$ cat config.mk
export PLATFORM = sky130hd
export DESIGN_NAME = soric_efpga_arbiter_flat
export DESIGN_NICKNAME = d
export VERILOG_FILES = /design/src/rtl/soric_efpga_arbiter_if.sv /design/src/rtl/soric_efpga_arbiter.sv /design/src/flat_wrapper.sv
export SDC_FILE = /design/constraint.sdc
export NUM_CORES = 1
export LEC_CHECK = 0
export BUFFER_PORTS_ARGS = -buffer_cell sky130_fd_sc_hd__buf_2
export CORE_MARGIN = 10
export CORE_UTILIZATION = 31
export CTS_BUF_LIST = sky130_fd_sc_hd__clkbuf_8
export CTS_CLUSTER_SIZE = 30
export DETAILED_ROUTE_END_ITERATION = 6
export REMOVE_ABC_BUFFERS = 1
export SLEW_MARGIN = 20
export SYNTH_ARGS = -nofsm -noshare
export SYNTH_HDL_FRONTEND = slang
export SYNTH_SLANG_ARGS = --single-unit
$ cat constraint.sdc
create_clock -name wb_clk_i -period 3.6 [get_ports wb_clk_i]
set_input_delay 0.72 -clock wb_clk_i [delete_from_list [all_inputs] [get_ports wb_clk_i]]
set_output_delay 0.72 -clock wb_clk_i [all_outputs]
set_load 0.01 [all_outputs]
$ cat src/rtl/soric_efpga_arbiter_if.sv
// soric_efpga_arbiter_if: core request ports and eFPGA fabric bus shared by the arbiter
interface soric_efpga_arbiter_if #(
   parameter int DW = 32,
   parameter int OPW = 2,
   parameter int DLYW = 2
);
   logic req_1_i, req_2_i;
   logic [DW-1:0] op_a_1_i, op_a_2_i, op_b_1_i, op_b_2_i;
   logic [OPW-1:0] opr_1_i, opr_2_i;
   logic [DLYW-1:0] dly_1_i, dly_2_i;
   logic done_1_o, done_2_o, err_1_o, err_2_o;
   logic [DW-1:0] res_a_o, res_b_o, res_c_o;
   logic efpga_en_o;
   logic [DW-1:0] efpga_op_a_o, efpga_op_b_o;
   logic [OPW-1:0] efpga_opr_o;
   logic [DLYW-1:0] efpga_dly_o;
   logic [DW-1:0] efpga_res_a_i, efpga_res_b_i, efpga_res_c_i;
   logic efpga_done_i;
   logic [1:0] grant_o;
   logic busy_o;
   modport slave (
      input req_1_i, req_2_i, op_a_1_i, op_a_2_i, op_b_1_i, op_b_2_i, opr_1_i, opr_2_i,
            dly_1_i, dly_2_i, efpga_res_a_i, efpga_res_b_i, efpga_res_c_i, efpga_done_i,
      output done_1_o, done_2_o, err_1_o, err_2_o, res_a_o, res_b_o, res_c_o, efpga_en_o,
             efpga_op_a_o, efpga_op_b_o, efpga_opr_o, efpga_dly_o, grant_o, busy_o
   );
   modport master (
      output req_1_i, req_2_i, op_a_1_i, op_a_2_i, op_b_1_i, op_b_2_i, opr_1_i, opr_2_i,
             dly_1_i, dly_2_i, efpga_res_a_i, efpga_res_b_i, efpga_res_c_i, efpga_done_i,
      input done_1_o, done_2_o, err_1_o, err_2_o, res_a_o, res_b_o, res_c_o, efpga_en_o,
            efpga_op_a_o, efpga_op_b_o, efpga_opr_o, efpga_dly_o, grant_o, busy_o
   );
endinterface

$ cat src/rtl/soric_efpga_arbiter.sv
// soric_efpga_arbiter: round-robin sharing of one eFPGA custom-instruction slot between two cores
module soric_efpga_arbiter #(
   parameter int DW = 32,
   parameter int OPW = 2,
   parameter int DLYW = 2,
   parameter int TIMEOUT = 1023
) (
   input logic wb_clk_i,
   input logic wb_rst_ni,
   soric_efpga_arbiter_if.slave bus
);
   localparam int CW = $clog2(TIMEOUT + (1 << DLYW));
   typedef enum logic [1:0] {IDLE, ISSUE, WAIT, RESP} state_t;
   state_t state;
   logic last_grant, pick2, fixed_mode, cap, abort;
   logic [CW-1:0] count;
   // last_grant = 1 means core2 was served last, so core1 wins a tie
   always_comb begin
      pick2 = bus.req_2_i & (~bus.req_1_i | ~last_grant);
      fixed_mode = bus.efpga_dly_o != '0;
      abort = ~fixed_mode & ~bus.efpga_done_i & (count == CW'(TIMEOUT - 1));
      cap = fixed_mode ? (count + CW'(1)) == CW'(bus.efpga_dly_o) : bus.efpga_done_i | abort;
   end
   assign bus.busy_o = state != IDLE;
   always_ff @(posedge wb_clk_i or negedge wb_rst_ni)
      if (!wb_rst_ni) begin
         state <= IDLE;
         last_grant <= 1'b1;
         count <= '0;
         bus.grant_o <= '0;
         bus.efpga_en_o <= 1'b0;
         bus.efpga_op_a_o <= '0;
         bus.efpga_op_b_o <= '0;
         bus.efpga_opr_o <= '0;
         bus.efpga_dly_o <= '0;
         bus.done_1_o <= 1'b0;
         bus.done_2_o <= 1'b0;
         bus.err_1_o <= 1'b0;
         bus.err_2_o <= 1'b0;
         bus.res_a_o <= '0;
         bus.res_b_o <= '0;
         bus.res_c_o <= '0;
      end else
         case (state)
            IDLE: if (bus.req_1_i | bus.req_2_i) begin
               state <= ISSUE;
               bus.efpga_en_o <= 1'b1;
               bus.grant_o <= pick2 ? 2'b10 : 2'b01;
               last_grant <= pick2;
               bus.efpga_op_a_o <= pick2 ? bus.op_a_2_i : bus.op_a_1_i;
               bus.efpga_op_b_o <= pick2 ? bus.op_b_2_i : bus.op_b_1_i;
               bus.efpga_opr_o <= pick2 ? bus.opr_2_i : bus.opr_1_i;
               bus.efpga_dly_o <= pick2 ? bus.dly_2_i : bus.dly_1_i;
            end
            ISSUE: begin
               state <= WAIT;
               bus.efpga_en_o <= 1'b0;
               count <= '0;
            end
            WAIT: if (cap) begin
               state <= RESP;
               bus.res_a_o <= abort ? '0 : bus.efpga_res_a_i;
               bus.res_b_o <= abort ? '0 : bus.efpga_res_b_i;
               bus.res_c_o <= abort ? '0 : bus.efpga_res_c_i;
               bus.done_1_o <= bus.grant_o[0];
               bus.done_2_o <= bus.grant_o[1];
               bus.err_1_o <= abort & bus.grant_o[0];
               bus.err_2_o <= abort & bus.grant_o[1];
            end else
               count <= count + CW'(1);
            RESP: begin
               state <= IDLE;
               bus.grant_o <= '0;
               bus.done_1_o <= 1'b0;
               bus.done_2_o <= 1'b0;
               bus.err_1_o <= 1'b0;
               bus.err_2_o <= 1'b0;
            end
         endcase
endmodule

$ cat src/flat_wrapper.sv
// flat-port wrapper written by rule: the top's interface ports become plain ports
module soric_efpga_arbiter_flat 
#(
   parameter int DW = 32,
   parameter int OPW = 2,
   parameter int DLYW = 2,
   parameter int TIMEOUT = 1023
)
  (wb_clk_i, wb_rst_ni, bus_req_1_i, bus_req_2_i, bus_op_a_1_i, bus_op_a_2_i, bus_op_b_1_i, bus_op_b_2_i, bus_opr_1_i, bus_opr_2_i, bus_dly_1_i, bus_dly_2_i, bus_efpga_res_a_i, bus_efpga_res_b_i, bus_efpga_res_c_i, bus_efpga_done_i, bus_done_1_o, bus_done_2_o, bus_err_1_o, bus_err_2_o, bus_res_a_o, bus_res_b_o, bus_res_c_o, bus_efpga_en_o, bus_efpga_op_a_o, bus_efpga_op_b_o, bus_efpga_opr_o, bus_efpga_dly_o, bus_grant_o, bus_busy_o);
  soric_efpga_arbiter_if #(.DW(DW), .OPW(OPW), .DLYW(DLYW)) bus_i ();
  input logic wb_clk_i;
  input logic wb_rst_ni;
  input wire logic [$bits(bus_i.req_1_i)-1:0] bus_req_1_i;
  input wire logic [$bits(bus_i.req_2_i)-1:0] bus_req_2_i;
  input wire logic [$bits(bus_i.op_a_1_i)-1:0] bus_op_a_1_i;
  input wire logic [$bits(bus_i.op_a_2_i)-1:0] bus_op_a_2_i;
  input wire logic [$bits(bus_i.op_b_1_i)-1:0] bus_op_b_1_i;
  input wire logic [$bits(bus_i.op_b_2_i)-1:0] bus_op_b_2_i;
  input wire logic [$bits(bus_i.opr_1_i)-1:0] bus_opr_1_i;
  input wire logic [$bits(bus_i.opr_2_i)-1:0] bus_opr_2_i;
  input wire logic [$bits(bus_i.dly_1_i)-1:0] bus_dly_1_i;
  input wire logic [$bits(bus_i.dly_2_i)-1:0] bus_dly_2_i;
  input wire logic [$bits(bus_i.efpga_res_a_i)-1:0] bus_efpga_res_a_i;
  input wire logic [$bits(bus_i.efpga_res_b_i)-1:0] bus_efpga_res_b_i;
  input wire logic [$bits(bus_i.efpga_res_c_i)-1:0] bus_efpga_res_c_i;
  input wire logic [$bits(bus_i.efpga_done_i)-1:0] bus_efpga_done_i;
  output wire logic [$bits(bus_i.done_1_o)-1:0] bus_done_1_o;
  output wire logic [$bits(bus_i.done_2_o)-1:0] bus_done_2_o;
  output wire logic [$bits(bus_i.err_1_o)-1:0] bus_err_1_o;
  output wire logic [$bits(bus_i.err_2_o)-1:0] bus_err_2_o;
  output wire logic [$bits(bus_i.res_a_o)-1:0] bus_res_a_o;
  output wire logic [$bits(bus_i.res_b_o)-1:0] bus_res_b_o;
  output wire logic [$bits(bus_i.res_c_o)-1:0] bus_res_c_o;
  output wire logic [$bits(bus_i.efpga_en_o)-1:0] bus_efpga_en_o;
  output wire logic [$bits(bus_i.efpga_op_a_o)-1:0] bus_efpga_op_a_o;
  output wire logic [$bits(bus_i.efpga_op_b_o)-1:0] bus_efpga_op_b_o;
  output wire logic [$bits(bus_i.efpga_opr_o)-1:0] bus_efpga_opr_o;
  output wire logic [$bits(bus_i.efpga_dly_o)-1:0] bus_efpga_dly_o;
  output wire logic [$bits(bus_i.grant_o)-1:0] bus_grant_o;
  output wire logic [$bits(bus_i.busy_o)-1:0] bus_busy_o;
  assign bus_i.req_1_i = bus_req_1_i;
  assign bus_i.req_2_i = bus_req_2_i;
  assign bus_i.op_a_1_i = bus_op_a_1_i;
  assign bus_i.op_a_2_i = bus_op_a_2_i;
  assign bus_i.op_b_1_i = bus_op_b_1_i;
  assign bus_i.op_b_2_i = bus_op_b_2_i;
  assign bus_i.opr_1_i = bus_opr_1_i;
  assign bus_i.opr_2_i = bus_opr_2_i;
  assign bus_i.dly_1_i = bus_dly_1_i;
  assign bus_i.dly_2_i = bus_dly_2_i;
  assign bus_i.efpga_res_a_i = bus_efpga_res_a_i;
  assign bus_i.efpga_res_b_i = bus_efpga_res_b_i;
  assign bus_i.efpga_res_c_i = bus_efpga_res_c_i;
  assign bus_i.efpga_done_i = bus_efpga_done_i;
  assign bus_done_1_o = bus_i.done_1_o;
  assign bus_done_2_o = bus_i.done_2_o;
  assign bus_err_1_o = bus_i.err_1_o;
  assign bus_err_2_o = bus_i.err_2_o;
  assign bus_res_a_o = bus_i.res_a_o;
  assign bus_res_b_o = bus_i.res_b_o;
  assign bus_res_c_o = bus_i.res_c_o;
  assign bus_efpga_en_o = bus_i.efpga_en_o;
  assign bus_efpga_op_a_o = bus_i.efpga_op_a_o;
  assign bus_efpga_op_b_o = bus_i.efpga_op_b_o;
  assign bus_efpga_opr_o = bus_i.efpga_opr_o;
  assign bus_efpga_dly_o = bus_i.efpga_dly_o;
  assign bus_grant_o = bus_i.grant_o;
  assign bus_busy_o = bus_i.busy_o;
  soric_efpga_arbiter #(.DW(DW), .OPW(OPW), .DLYW(DLYW), .TIMEOUT(TIMEOUT)) u_core (.wb_clk_i(wb_clk_i), .wb_rst_ni(wb_rst_ni), .bus(bus_i));
endmodule
[Word level (Yosys, flattened, before mapping)]
Index checks and enable logic that the tools add are counted.
Storage, ports and cells
  flip-flop bits (word level): 185
  logic and storage cells: 77
  output and inout bits: 172
Operators by class
  eq/ne operators: 8
  mux-type cells: 26
  $add $sub $neg: 1
  bitwise operators: 12
  reduce and logical (&&, ||, !) cells: 14
Operator list (count)
  2-to-1 mux 32 bit: 5
  one-hot mux 11 bit (2 select lines): 1
  AND reduction 2 bit: 7
  2-to-1 mux 2 bit: 6
  nonzero test 2 bit: 6
  adder 11 x 1 -> 11 bit (second input constant): 1
  == test 11 x 10 -> 1 bit (second input constant): 1
  == test 11 x 2 -> 1 bit: 1
  2-to-1 mux 11 bit: 1
  one-hot mux 1 bit (2 select lines): 5
  one-hot mux 2 bit (4 select lines): 1
  2-to-1 mux 1 bit: 6
  AND 1 bit: 5
  == test 2 bit (second input constant): 2
  inequality test 2 x 1 -> 1 bit (second input constant): 2
  inverter 1 bit: 4
  one-hot mux 2 bit (2 select lines): 1
  OR 1 bit: 3
  == test 2 x 1 -> 1 bit (second input constant): 1
  logical NOT 2 bit: 1
  inequality test 2 bit (second input constant): 1

[Longest topological paths before layout]
  depth in word-level cells: 8
  depth in mapped cells: 12

[Worst setup path before layout]
No wires, ideal clock.
  path type: register -> register
  start: register u_core.count[1]
  end: register u_core.state[1]
  clock period less this slack: 2.379 ns
  arrival time: 2.255 ns
  data required time: 3.475 ns
  path slack: 1.221 ns
  stages on the path, launching flop included: 11
  path through: dfrtp_1 ha_1 nand3_2 or2_1 buf_2 xor2_1 a41oi_1 o31ai_1 buf_4 o21a_1 mux2_2
On the way
  word-level cells in the longest chain between the ends: 6
  elaborated cells between the ends (all ways): 8
RTL lines
  start, declared: line soric_efpga_arbiter.sv:16  | logic [CW-1:0] count;
  start signal, assigned: line soric_efpga_arbiter.sv:70  | count <= count + CW'(1);
  parallel branches: the longest is 3 deep, another holds adder 11 x 1 -> 11 bit
  2-to-1 mux 1 bit *: line soric_efpga_arbiter.sv:22  | cap = fixed_mode ? (count + CW'(1)) == CW'(bus.efpga_dly_o) : bus.efpga_done_i | abort;
  inequality test 2 x 1 -> 1 bit (no line) *
  AND reduction 2 bit (no line) *
  end signal, assigned: line soric_efpga_arbiter.sv:27  | state <= IDLE;
  end signal, assigned: line soric_efpga_arbiter.sv:46  | state <= ISSUE;
  end signal, assigned: line soric_efpga_arbiter.sv:56  | state <= WAIT;
  end, declared: line soric_efpga_arbiter.sv:14  | state_t state;
Mark *: on every way between the ends.
A chain may end at the register's enable or synchronous reset.

[Worst setup path in the final report]
  start: register u_core.count[1]
  end: register u_core.bus.res_c_o[3]
On the way
  word-level cells in the longest chain between the ends: 5
  elaborated cells between the ends (all ways): 8
RTL lines
  parallel branches: the longest is 5 deep, another holds adder 11 x 1 -> 11 bit
  end signal, assigned: line soric_efpga_arbiter.sv:64  | bus.res_c_o <= abort ? '0 : bus.efpga_res_c_i;
  end, declared: line soric_efpga_arbiter_if.sv:24  | output done_1_o, done_2_o, err_1_o, err_2_o, res_a_o, res_b_o, res_c_o, efpga_en_o,
Several ways; the timed one is not identified.

==> metrics.txt <==
outcome=finished, final reports clean; Nets=1500; register bit total from synthesis=185; Core Box Area=27600 µm²; Slew HR=28.5%; Fmax=334 MHz; worst-path fanout max=82; Yosys top cell area share=53.3%; Root Driver=clkbuf_8; hold buffers post-CTS=0; RePlAce Congestion=0.814; vias in the first global route=8318; area grow syn2layout=32.4%; Final Hold Viols=0; Buffers on Ports=408; post-CTS setup buffer count=0; leading area contributor after synthesis=dfrtp_1; CTS resizes=0; Initial Util=31.3%; # fillers=2807; Cells after Synth=892; warnings from Yosys=0; crit path DAT=3.36 ns; VDD IR max=0.515 mV; clk_lat worst skew=0.46 ns; Final Critical Period=2.99 ns; via/cell ratio=4.80; IO Pins=409; Min-Delay Path Class=primary input to asynchronous set/reset pin; grt total ovfl=0; CTS sink cnt=185; Layout Skew=0.0172 ns; htree depth=4; Synth cell types=53; final setup fails=0; PD cells=861 nW/µm²; post-DR wirelength/cell=18.2 µm; Crit. End Element=flop; TritonCTS clock tree=built; first-pass GRT wire length=47800 µm; slowest stage cell, crit path=dfrtp_1; Mean Syn Cell Area=9.68 µm²; Slew Viols, Final=0; Worst Path Required=3.97 ns; ys flop type=dfrtp_1; register area share after synthesis=53.6%; Final Power=0.00984 W; die area=34900 µm²; CTS Buf Count=17; Final Cycle Share=83.1%; Worst Tran Pin Value=1.07 ns; Setup Crit Path Kind=flop to flop; detailed-route wire length=30000 µm; via count=7907; share of cells above drive strength 1=36.9%; CP Cell Sequence=ha_1 -> nand3_2 -> or2_1 -> xor2_1 -> a41oi_1 -> o31ai_4 -> buf_12 -> buf_4 -> nand4_1 -> o21ai_0; initial antenna violation count=2; largest net degree at the start of global routing=97; Worst path max stage delay=0.44 ns; number of maximum-capacitance violations=0; cell with the most instances after synthesis=dfrtp_1; DPL Wire Length=22600 µm; clock buffer depth=2; Starting DRT DRC Count=410; width of the chip=187 µm; Leak=5.87 nW; die height=187 µm; asr flop ratio synth=100%; drt first pass iters=5; RSZ-0062 raised after global routing=no; row count=61; main area contributors after synthesis=dfrtp_1, o21ai_0, mux2i_1, nand4_1, inv_1; Layout Utilization=41.4%; CP Launch Type=flop; setup TNS=0 ns; Mapped Area=8640 µm²; Worst-path clk slew=0.10 ns; DRC violations left=0; total track usage=16.9%; Synth top cells by count=dfrtp_1, o21ai_0, inv_1; post-route ant nets=0; Post-synth EDFFs=0
## report_power, final
part	switching [W]	internal (W)	total [W]	leakage, nW
combinational	0.00294	0.00177	0.00470	3.37
clock	0.000804	0.000613	0.00142	0.202
sequential	0.000632	0.00309	0.00372	2.30
total	0.00437	0.00547	0.00984	5.87
## through the flow
stage	hold slack [ns]	instances	worst slack (ns)	cell area (µm²)
after detailed placement	0.466	1615	0.658	11000
after global placement	0.457	1615	0.734	11000
final	0.211	1648	0.609	11400
after floorplan	0.424	814	-6.32	8270
after global routing	0.203	1647	0.366	11400
after CTS	0.203	1647	0.620	11400
## cells by family after synthesis
| group | synth area share, % |
|---|---|
| adder cells (fa/ha/maj) | 1.01 |
| AO/OA/AOI/OAI | 12.8 |
| XOR/XNOR | 0.811 |
| flip-flops | 53.6 |
| AND/OR/NAND/NOR | 15.1 |
| multiplexers | 7.66 |
| buffers and inverters | 9.03 |
## final timing paths
check	start	end	slack [ns]	cells past startpoint
worst max-delay path	u_core.count[1]	u_core.bus.res_c_o[3]	0.61	10
worst min-delay path	wb_rst_ni	u_core.bus.res_c_o[7]	0.21	1
worst max register to register	u_core.count[1]	u_core.bus.res_c_o[3]	0.61	10
worst min register to register	u_core.bus.efpga_op_b_o[15]	u_core.bus.efpga_op_b_o[15]	0.48	2
max in group asynchronous	wb_rst_ni	u_core.bus.res_c_o[23]	2.35	2
min in group wb_clk_i	u_core.bus.efpga_op_b_o[15]	u_core.bus.efpga_op_b_o[15]	0.48	2
## sequential cells by signal (all words and copies together), names as in the netlist
register,count
u_core.bus.efpga_op_a_o,32
u_core.bus.efpga_op_b_o,32
u_core.bus.res_a_o,32
u_core.bus.res_b_o,32
u_core.bus.res_c_o,32
u_core.count,11
u_core.bus.efpga_dly_o,2
u_core.bus.efpga_opr_o,2
u_core.bus.grant_o,2
u_core.state,2
u_core.bus.done_1_o,1
u_core.bus.done_2_o,1
u_core.bus.efpga_en_o,1
u_core.bus.err_1_o,1
u_core.bus.err_2_o,1
u_core.last_grant,1
## area by class of cell
class / instances / area, µm² / share of cell area, %
Sequential cell: 185 / 4630 / 40.5
Multi-Input combinational cell: 518 / 3280 / 28.7
Timing Repair Buffer: 423 / 2240 / 19.6
Tap cell: 378 / 473 / 4.14
Inverter: 111 / 417 / 3.64
Clock buffer: 20 / 275 / 2.41
Clock inverter: 12 / 116 / 1.02
Antenna cell: 1 / 2.50 / 0.0219
## worst max-delay path: cells and delay by family, from the launching register on
family / cells / cell delay [ns]
buf+inv: 2 / 0.75
simple gates: 3 / 0.64
compound gates: 3 / 0.59
flops: 1 / 0.44
fa+ha+maj: 1 / 0.27
xor+xnor: 1 / 0.17
## layout by cell type, fill, tap and decap left out, drive strengths merged, types with 2 or more instances in the layout
| master | count |
|---|---|
| nand2 | 77 |
| ha | 7 |
| clkbuf | 21 |
| nand3 | 13 |
| a21oi | 10 |
| or2 | 2 |
| a222oi | 9 |
| mux2i | 65 |
| or4 | 3 |
| nand2b | 2 |
| nor2b | 5 |
| or3 | 6 |
| dfrtp | 184 |
| xnor2 | 3 |
| nor3 | 7 |
| xor2 | 5 |
| nor3b | 7 |
| nor2 | 5 |
| o21ai | 163 |
| clkinv | 6 |
| and2 | 5 |
| inv | 115 |
| nand4 | 98 |
| a311o | 2 |
| buf | 422 |
| nor4b | 3 |
| a31oi | 5 |
## per-layer routing
metal	global-route usage, %	share of wire (%)	up-vias
met2	27.0	47	337
met1	20.9	42	3727
li1	-	-	3826
met3	7.29	9.8	15
met4	3.10	0.76	2
met5	0	0.023	-
(Power assumes the default switching activity.)
